[src/rtl/h2f_axi_mem_arbiter.sv]
// h2f_axi_mem_arbiter
// AXI3 slave for the HPS-to-FPGA bridge. It arbitrates the write group (AW/W/B) and the read
// group (AR/R) onto a single-port, word-addressed memory request interface. Bursts are
// serialised into one memory access per beat. Unsupported transfers get SLVERR and do not
// touch memory.
//
// Ports:
//   clk_i, reset_i            single clock, synchronous active-high reset
//   aw*_i / awready_o         write address channel (lock/cache/prot not connected)
//   w*_i / wready_o           write data channel (wid not connected)
//   b*_o / bready_i           write response channel
//   ar*_i / arready_o         read address channel
//   r*_o / rready_i           read data channel
//   mem_req_o .. mem_be_o     memory request; accepted in the cycle mem_gnt_i is high
//   mem_rvalid_i, mem_rdata_i read return, at least one cycle after the grant
module h2f_axi_mem_arbiter #(
  parameter int unsigned ADDR_W = 30,
  parameter int unsigned DATA_W = 64,
  parameter int unsigned ID_W   = 12
) (
  input  logic                clk_i,
  input  logic                reset_i,
  // write address
  input  logic [ID_W-1:0]     awid_i,
  input  logic [ADDR_W-1:0]   awaddr_i,
  input  logic [3:0]          awlen_i,
  input  logic [2:0]          awsize_i,
  input  logic [1:0]          awburst_i,
  input  logic                awvalid_i,
  output logic                awready_o,
  // write data
  input  logic [DATA_W-1:0]   wdata_i,
  input  logic [DATA_W/8-1:0] wstrb_i,
  input  logic                wlast_i,
  input  logic                wvalid_i,
  output logic                wready_o,
  // write response
  output logic [ID_W-1:0]     bid_o,
  output logic [1:0]          bresp_o,
  output logic                bvalid_o,
  input  logic                bready_i,
  // read address
  input  logic [ID_W-1:0]     arid_i,
  input  logic [ADDR_W-1:0]   araddr_i,
  input  logic [3:0]          arlen_i,
  input  logic [2:0]          arsize_i,
  input  logic [1:0]          arburst_i,
  input  logic                arvalid_i,
  output logic                arready_o,
  // read data
  output logic [ID_W-1:0]     rid_o,
  output logic [DATA_W-1:0]   rdata_o,
  output logic [1:0]          rresp_o,
  output logic                rlast_o,
  output logic                rvalid_o,
  input  logic                rready_i,
  // memory side
  output logic                mem_req_o,
  output logic                mem_we_o,
  output logic [ADDR_W-4:0]   mem_addr_o,
  output logic [DATA_W-1:0]   mem_wdata_o,
  output logic [DATA_W/8-1:0] mem_be_o,
  input  logic                mem_gnt_i,
  input  logic                mem_rvalid_i,
  input  logic [DATA_W-1:0]   mem_rdata_i
);

  localparam int unsigned MemAw = ADDR_W - 3;
  localparam int unsigned StrbW = DATA_W / 8;

  localparam logic GrantWrite = 1'b0;
  localparam logic GrantRead  = 1'b1;

  localparam logic [1:0] BurstFixed = 2'b00;
  localparam logic [1:0] BurstWrap  = 2'b10;

  typedef enum logic [2:0] {
    StIdle,
    StWrData,
    StWrMem,
    StWrResp,
    StRdMem,
    StRdWait,
    StRdResp
  } state_e;

  state_e             state_q;
  logic               last_grant_q;
  logic [ID_W-1:0]    id_q;
  logic [MemAw-1:0]   addr_q;
  logic [4:0]         beats_q;   // beats still to complete, including the current one
  logic               fixed_q;
  logic               err_q;     // unsupported transfer: no memory accesses
  logic               slverr_q;  // response to report for the current burst
  logic [DATA_W-1:0]  wdata_q;
  logic [StrbW-1:0]   wstrb_q;
  logic [DATA_W-1:0]  rdata_q;

  logic             grant_w;
  logic             grant_r;
  logic             aw_err;
  logic             ar_err;
  logic             last_beat;
  logic [MemAw-1:0] next_addr;

  // Sub-word byte-address bits carry no information for a word-addressed memory.
  logic unused_addr_lsb;
  assign unused_addr_lsb = ^{awaddr_i[2:0], araddr_i[2:0]};

  // On a tie the side that did not win last time gets the grant.
  assign grant_w   = awvalid_i && (!arvalid_i || (last_grant_q == GrantRead));
  assign grant_r   = arvalid_i && !grant_w;
  assign aw_err    = (awsize_i != 3'd3) || (awburst_i == BurstWrap);
  assign ar_err    = (arsize_i != 3'd3) || (arburst_i == BurstWrap);
  assign last_beat = (beats_q == 5'd1);
  assign next_addr = fixed_q ? addr_q : addr_q + 1'b1;

  assign awready_o   = (state_q == StIdle) && grant_w;
  assign arready_o   = (state_q == StIdle) && grant_r;
  assign wready_o    = (state_q == StWrData);
  assign bvalid_o    = (state_q == StWrResp);
  assign bid_o       = id_q;
  assign bresp_o     = {slverr_q, 1'b0};
  assign rvalid_o    = (state_q == StRdResp);
  assign rid_o       = id_q;
  assign rdata_o     = rdata_q;
  assign rresp_o     = {slverr_q, 1'b0};
  assign rlast_o     = (state_q == StRdResp) && last_beat;
  assign mem_req_o   = (state_q == StWrMem) || (state_q == StRdMem);
  assign mem_we_o    = (state_q == StWrMem);
  assign mem_addr_o  = addr_q;
  assign mem_wdata_o = wdata_q;
  assign mem_be_o    = wstrb_q;

  always_ff @(posedge clk_i) begin
    if (reset_i) begin
      state_q      <= StIdle;
      last_grant_q <= GrantRead;
      id_q         <= '0;
      addr_q       <= '0;
      beats_q      <= '0;
      fixed_q      <= 1'b0;
      err_q        <= 1'b0;
      slverr_q     <= 1'b0;
      wdata_q      <= '0;
      wstrb_q      <= '0;
      rdata_q      <= '0;
    end else begin
      unique case (state_q)
        StIdle: begin
          if (grant_w) begin
            last_grant_q <= GrantWrite;
            id_q         <= awid_i;
            addr_q       <= awaddr_i[ADDR_W-1:3];
            beats_q      <= {1'b0, awlen_i} + 5'd1;
            fixed_q      <= (awburst_i == BurstFixed);
            err_q        <= aw_err;
            slverr_q     <= aw_err;
            state_q      <= StWrData;
          end else if (grant_r) begin
            last_grant_q <= GrantRead;
            id_q         <= arid_i;
            addr_q       <= araddr_i[ADDR_W-1:3];
            beats_q      <= {1'b0, arlen_i} + 5'd1;
            fixed_q      <= (arburst_i == BurstFixed);
            err_q        <= ar_err;
            slverr_q     <= ar_err;
            rdata_q      <= '0;
            state_q      <= ar_err ? StRdResp : StRdMem;
          end
        end
        StWrData: begin
          if (wvalid_i) begin
            if (err_q) begin
              // Drain only; the burst ends on wlast whatever its length.
              if (wlast_i) state_q <= StWrResp;
            end else begin
              wdata_q <= wdata_i;
              wstrb_q <= wstrb_i;
              // wlast must coincide with the final beat; an early wlast truncates the burst.
              if (wlast_i != last_beat) slverr_q <= 1'b1;
              if (wlast_i) beats_q <= 5'd1;
              state_q <= StWrMem;
            end
          end
        end
        StWrMem: begin
          if (mem_gnt_i) begin
            if (last_beat) begin
              state_q <= StWrResp;
            end else begin
              beats_q <= beats_q - 5'd1;
              addr_q  <= next_addr;
              state_q <= StWrData;
            end
          end
        end
        StWrResp: begin
          if (bready_i) state_q <= StIdle;
        end
        StRdMem: begin
          if (mem_gnt_i) state_q <= StRdWait;
        end
        StRdWait: begin
          if (mem_rvalid_i) begin
            rdata_q <= mem_rdata_i;
            state_q <= StRdResp;
          end
        end
        StRdResp: begin
          if (rready_i) begin
            if (last_beat) begin
              state_q <= StIdle;
            end else begin
              beats_q <= beats_q - 5'd1;
              addr_q  <= next_addr;
              // Error bursts keep returning zero data without touching memory.
              state_q <= err_q ? StRdResp : StRdMem;
            end
          end
        end
        default: state_q <= StIdle;
      endcase
    end
  end

endmodule

[config.mk]
export PLATFORM = sky130hd
export DESIGN_NAME = h2f_axi_mem_arbiter
export DESIGN_NICKNAME = d
export VERILOG_FILES = /design/src/rtl/h2f_axi_mem_arbiter.sv
export SDC_FILE = /design/constraint.sdc
export NUM_CORES = 1
export LEC_CHECK = 0
export ABC_AREA = 1
export CORE_AREA = 2 2 174 176
export CTS_CLUSTER_SIZE = 30
export DETAILED_ROUTE_END_ITERATION = 6
export DIE_AREA = 0 0 176 178
export PLACE_DENSITY_LB_ADDON = 0.2
export SYNTH_ARGS = -nofsm -noshare
export SYNTH_HDL_FRONTEND = slang
export SYNTH_SLANG_ARGS = --single-unit
export TNS_END_PERCENT = 100
[constraint.sdc]
create_clock -name clk_i -period 1.9 [get_ports clk_i]
set_input_delay 0.475 -clock clk_i [delete_from_list [all_inputs] [get_ports clk_i]]
set_output_delay 0.475 -clock clk_i [all_outputs]
set_load 0.01 [all_outputs]
==> impl_metrics.json <==
{
  "synth_top_area_frac": 0.420,
  "num_rows": 63,
  "syn_area_sq_mm": 0.00891,
  "synth_top_cell_by_area": "dfxtp_1",
  "cpMaxStageDelayCell": "dfxtp_2",
  "fmax_mhz": 534,
  "cp_top_family": "flip-flops",
  "critPathArrivalTime_ns": 1.40,
  "p_int_uw": 11400,
  "drcViolationCount": 0,
  "numCtsBuffers": 17,
  "drt_wl_total_um": 33500,
  "worst_slew_pin_slew_ns": 0.715,
  "ir_drop_mv": 0.668,
  "timing_hold_violations_final": 0,
  "drive_above_1_share": 0.0913,
  "synth.avg_cell_area_sq_um": 6.60,
  "wl_per_cell_um": 15.5,
  "synthCells": 1349,
  "leakage_uw": 0.00604,
  "finalMaxSlewViolations": 0,
  "wl_met3_um": 2370,
  "ctsHoldBuffers": 0,
  "fin_cells": 2166,
  "grt_use_total": 0.209,
  "clock_sinks": 187,
  "dieArea_sq_mm": 0.0313,
  "grt_pass1_wl_um": 52400,
  "post-synth-top-count-cell": "nor2_1",
  "power_frac_clock": 0.187,
  "synthTopCellsByCount": "330 x nor2_1, 278 x nand2_1, 187 x dfxtp_1",
  "ys_seq_area_frac": 0.420,
  "slowest_delay_ns": 0.33,
  "yosysWarningCount": 0,
  "critical_path.cell_chain": "inv_2 -> ha_4 -> nand2_4 -> nor2_4 -> inv_2 -> nor2_4 -> buf_6",
  "p_per_area_mw_per_mm2": 1300,
  "detailedRoute.firstPassIterationCount": 5,
  "crit_fanout": 2,
  "p_seq_frac": 0.320,
  "synth_ff_type": "dfxtp_1",
  "clk_latency_ns": 0.43,
  "gp_congestion": 0.859,
  "synth_adder_area_share": 0.00562,
  "r2r_setup_slack_ns": 0.15,
  "synth-compound-area-share": 0.159,
  "fp.dieW_um": 176,
  "cp-start-kind": "flip-flop",
  "utilization": 0.495,
  "period_share": 0.986,
  "grt_overflow": 0,
  "wl_met2_um": 16500,
  "synth_top_family_by_area": "simple AND/OR/NAND/NOR gates",
  "dpl.hpwl_um": 24100,
  "synth-simple-area-share": 0.325,
  "status": "finished, final reports clean",
  "cp-end-kind": "primary output",
  "ant_nets": 0,
  "final-setup-viol-count": 0,
  "min_path_type": "flip-flop to flip-flop",
  "clk_pin_slew_ns": 0.07,
  "power_frac_comb": 0.492,
  "slew_headroom": 0.524,
  "core_area_sq_mm": 0.0294,
  "cts_root_buf": "clkbuf_16",
  "synth-edff-count": 0,
  "antenna_found_initial": 1,
  "clk_path_buf_depth": 2,
  "synth_xor_area_frac": 0.00885,
  "wl_met1_um": 13900,
  "period_needed_ns": 1.87,
  "viasPerCell": 4.65,
  "nets": 2015,
  "syn_to_final_growth_pct": 63.3,
  "boundaryPins": 447,
  "crit_buf_inv": 3,
  "p_sw_frac": 0.396,
  "tritoncts": "yes",
  "finClkSkew_ns": 0.0194,
  "synthDistinctLibCells": 29,
  "setup_tns_ns": 0,
  "drtIter0Drc": 646,
  "drv_cap": 0,
  "cts_max_level": 4,
  "synthMuxAreaShare": 0,
  "highest_layer": "met4",
  "critPathKind": "flip-flop to primary output",
  "grt_pass1_vias": 9818,
  "switchingPower_uw": 7490,
  "grt_max_degree": 86,
  "rsz0062_at_grt": "true",
  "yosys-top-cells-area": "dfxtp_1 42%, nor2_1 14%, nand2_1 12%",
  "ys_async_sr_fraction": 0,
  "start_util": 0.303,
  "worstPathRequired_ns": 1.42,
  "placed_cells": 2128,
  "portBuffers": 438,
  "vias": 10100,
  "synth_seq_cells": 187,
  "die_h_um": 178,
  "nFillCells": 2916
}
## flip-flops by register name (all words and copies together), names as in the netlist
signal        count
mem_wdata_o      64
mem_addr_o       27
fixed_q           1
rdata_o          64
mem_be_o          8
state_q           3
beats_q           5
last_grant_q      1
bid_o            12
err_q             1
slverr_q          1
## per-stage QoR
stage	area (sq um)	total power, uW	setup WS (ns)	hold WS (ns)
2_1_floorplan	8910	10800	0.219	0.439
3_3_place_gp	13800	15200	-0.508	0.477
3_5_place_dp	13800	15200	-0.503	0.482
4_1_cts	14400	18900	-0.0768	0.498
5_1_grt	14500	20400	-0.0708	0.509
6_report	14500	18900	0.0257	0.480
## path summary, 6_finish.rpt
path / endpoint / startpoint / depth (start not counted)
max: rlast_o / beats_q[1] / 7
min: slverr_q / slverr_q / 2
max reg2reg: rdata_o[6] / state_q[1] / 10
min reg2reg: slverr_q / slverr_q / 2
## worst min-delay path, delay by kind of cell (launching register included)
| family | cells | cell delay (ns) |
|---|---|---|
| flip-flops | 1 | 0.34 |
| AO/OA/AOI/OAI | 1 | 0.05 |
| buffers and inverters | 1 | 0.05 |
## cells in the final DEF (no fill, tap or decap), drive strengths merged
| master | instances |
|---|---|
| a31oi | 12 |
| a21oi | 43 |
| ha | 4 |
| o21ai | 209 |
| nor3 | 5 |
| a22oi | 1 |
| buf | 68 |
| xnor2 | 4 |
| nand2 | 280 |
| clkinv | 6 |
| o31ai | 2 |
| inv | 58 |
| clkdlybuf4s50 | 409 |
| xor2 | 5 |
| nand4 | 5 |
| nor2 | 334 |
| conb | 2 |
| clkbuf | 17 |
| nand3 | 81 |
| nand3b | 10 |
| dlygate4sd2 | 9 |
| o211ai | 6 |
| diode | 1 |
| o22ai | 2 |
| dfxtp | 187 |
| dlymetal6s2s | 11 |
| or2 | 5 |
## timing repair
item | CTS | global route
pin swaps | 4 | 3
endpoints found under the setup margin | 35 | 91
endpoints found under the hold margin | 0 | 0
resized for setup | 66 | 47
gates cloned | 0 | 0
setup buffers | 4 | 3
## power by group through the flow
stage | registers [uW] | logic (uW) | clock network [uW]
2_1_floorplan | 6360 | 4400 | 0
3_3_place_gp | 6010 | 9150 | 0
3_5_place_dp | 6050 | 9200 | 0
4_1_cts | 6030 | 9220 | 3680
5_1_grt | 6230 | 10300 | 3820
6_report | 6060 | 9300 | 3540
## layer usage
layer / vias up / track usage
met5: - / 0
met4: 0 / 0.0599
met3: 40 / 0.0607
met2: 297 / 0.364
met1: 4559 / 0.251
li1: 5174 / -
## layout make-up
class / count / area [sq um] / share of cell area
clock buffer: 17 / 425 / 0.0292
tap: 390 / 488 / 0.0335
multi-input combinational: 1010 / 4540 / 0.312
antenna: 1 / 2.50 / 0.000172
timing repair buffer: 497 / 4970 / 0.341
sequential: 187 / 3790 / 0.260
clock inverter: 14 / 149 / 0.0102
inverter: 50 / 188 / 0.0129
## logic make-up (layout without fill, tap and decap cells)
group           count (synthesis)  count (layout)
xor+xnor                        9               9
simple gates                  720             720
compound gates                275             275
buf+inv                       153             578
flops                         187             187
fa+ha+maj                       4               4
other cells                     1               3
No activity file was read; power rests on OpenSTA's default activity.
==> RTL edit: new RTL, same flow settings <==
`ID_W`: 12 -> 24.
--- a/src/rtl/h2f_axi_mem_arbiter.sv
+++ b/src/rtl/h2f_axi_mem_arbiter.sv
@@ -18,3 +18,3 @@
   parameter int unsigned DATA_W = 64,
-  parameter int unsigned ID_W   = 12
+  parameter int unsigned ID_W   = 24
 ) (
Ports: changed (resized arid_i, awid_i, bid_o and rid_o); port bits go from 447 to 495. No check against the original RTL was run, so the function may have changed too.
==> RTL edit against the unedited design <==
Sequential cell count grew 12. Core utilization is 4.3 points higher. Worst setup slack worse by 6.3 ps. Area after synthesis rose by 6.7%. Die area is the same. Maximum frequency down 0.34%. Wire length up 10%. Final area up 8.7%. Power is 11% higher. Sequential share of layout area decreased by 0.59 points. Critical path type unchanged. Critical endpoint is now mem_addr_o[9]. Largest power group unchanged.
==> RTL edit: results (changes against the unedited design) <==
synthXorXnorAreaFrac: 0.008292  # was 0.008848
grt_use_total: 0.2226  # was 0.2091
synthTopCellsByArea: "dfxtp_1, nor2_1, nand2_1"  # unchanged
max-vdd-ir-drop_uv: 652.0  # was 668.2 uV
path_clk_slew_ps: 80
io_buffers: 486  # was 438
slowest_stage: "clkdlybuf4s50_1"  # was dfxtp_2
final_nets: 2171  # was 2,015
nFillCells: 2841  # was 2,916
drt-pass1-iter-count: 5  # unchanged
fin_skew_ps: 17.33  # was 19.44 ps
synthAdderAreaFrac: 0.005265  # was 0.005618
p_leak_nw: 6.416  # was 6.043 nW
place_hpwl_um: 27100  # was 24,060 um
cp.arrival_ps: 1410
critPathMaxFanout: 5  # was 2
synth_top_family_by_area: "simple AND/OR/NAND/NOR gates"  # unchanged
wl_per_cell_um: 16.07  # was 15.46 um
insertion_delay_ps: 440
ys_types: 33  # was 29
drt-total-wl_um: 36950  # was 33,480 um
yosysSeqAreaShare: 0.4191  # was 0.4202
ys_warn_count: 0  # unchanged
vias: 11102  # was 10.07k
grt_overflow: 0  # unchanged
ys_top_cells_by_count: "nor2_1, nand2_1, dfxtp_1"  # unchanged
grt_pass1_vias: 10316  # was 9,818
max_stage_delay_ps: 570  # was 330 ps
clock_path_buffers: 2  # unchanged
crit_family: "buffers and inverters"  # was flip-flops
drt-initial-drc-count: 698  # was 646
antenna_found_initial: 2  # was 1
gp_congestion: 0.8914  # was 0.8594
synth_compound_area_frac: 0.1624  # was 0.1590
htree_levels: 4  # unchanged
cts_buffers: 17  # unchanged
min_path_type: "reg -> reg"  # unchanged
async_flop_share: 0  # unchanged
status: "finished, final reports clean"  # unchanged
ys.flop_type: "dfxtp_1"  # unchanged
syn_avg_cell_area_um2: 6.681  # was 6.604 um2
drive_above_1_share: 0.1012  # was 0.09127
synthMuxAreaShare: 0  # unchanged
grt_max_degree: 73  # was 86
grt_first_pass_wirelength_um: 55200  # was 52,420 um
cts_root_buf: "clkbuf_16"  # unchanged
[RTL edit: cell types whose count changed in the layout (fill, tap and decap cells not counted), moves of 6 or more]
cell | before | now
clkdlybuf4s50_1 | 409 | 448
dlygate4sd2_1 | 9 | 15
o21ai_0 | 124 | 148
buf_4 | 48 | 65
dfxtp_1 | 163 | 174
o21ai_1 | 84 | 67
a31oi_1 | 12 | 24
nand2_1 | 272 | 290
[RTL edit: per-stage QoR]
| step | setup slack (ps) | area (um2) |
|---|---|---|
| global route | -17.97 | 15810 |
| floorplan | 143.2 | 9510 |
| finish | 19.38 | 15810 |
| global placement | -453.4 | 14960 |
| CTS | -12.97 | 15580 |
| detailed placement | -439.8 | 14960 |
[RTL edit: cell type report]
cell class / count / area [um2] / share of cell area
sequential: 199 / 4025 / 0.2545
clock buffer: 18 / 429.2 / 0.02714
clock inverter: 14 / 173.9 / 0.01100
multi-input combinational: 1061 / 4818 / 0.3047
antenna: 1 / 2.502 / 0.0001583
tap: 390 / 488.0 / 0.03086
inverter: 45 / 172.7 / 0.01092
timing repair buffer: 571 / 5703 / 0.3607
[RTL edit: tightest hold or removal path, delay by kind of cell, from the launching register on]
kind             cells  cell delay (ps)
DFF                  1              330
and+or+nand+nor      2              130
[RTL edit: power by group]
group          switching, W  internal, W  total [W]
Clock               0.00189      0.00190    0.00380
Sequential          0.00103      0.00550    0.00653
Combinational       0.00538      0.00526     0.0106
Total               0.00830       0.0127     0.0210
[RTL edit: what timing repair did]
item,CTS,global route
pin swaps,2,7
resized for setup,75,48
endpoints found under the hold margin,0,0
setup buffers,3,4
cloned,0,2
endpoints found under the setup margin,44,80
[RTL edit: kinds of logic after synthesis]
family | after synthesis
and+or+nand+nor | 748
other | 1
AOI/OAI and AO/OA | 298
xor gates and xnor gates | 9
adders and majority gates | 4
DFF | 199
buffers and inverters | 164
[RTL edit: path summary, 6_finish.rpt]
| check | from | to | slack, ps | cells after the start |
|---|---|---|---|---|
| max reg2reg | state_q[0]$_SDFFE_PP0P_ | mem_addr_o[5]$_SDFFE_PP0P_ | 140 | 11 |
| min | mem_wdata_o[3]$_SDFFE_PP0P_ | mem_wdata_o[3]$_SDFFE_PP0P_ | 480 | 2 |
| min reg2reg | mem_wdata_o[3]$_SDFFE_PP0P_ | mem_wdata_o[3]$_SDFFE_PP0P_ | 480 | 2 |
| max | mem_addr_o[9]$_SDFFE_PP0P_ | mem_addr_o[9] | 20 | 1 |
[RTL edit: per-layer routing]
layer	GRT usage	share of wire
met1	0.2705	0.41
met4	0.08127	0.026
met3	0.06159	0.084
met2	0.3771	0.48
met5	0	0
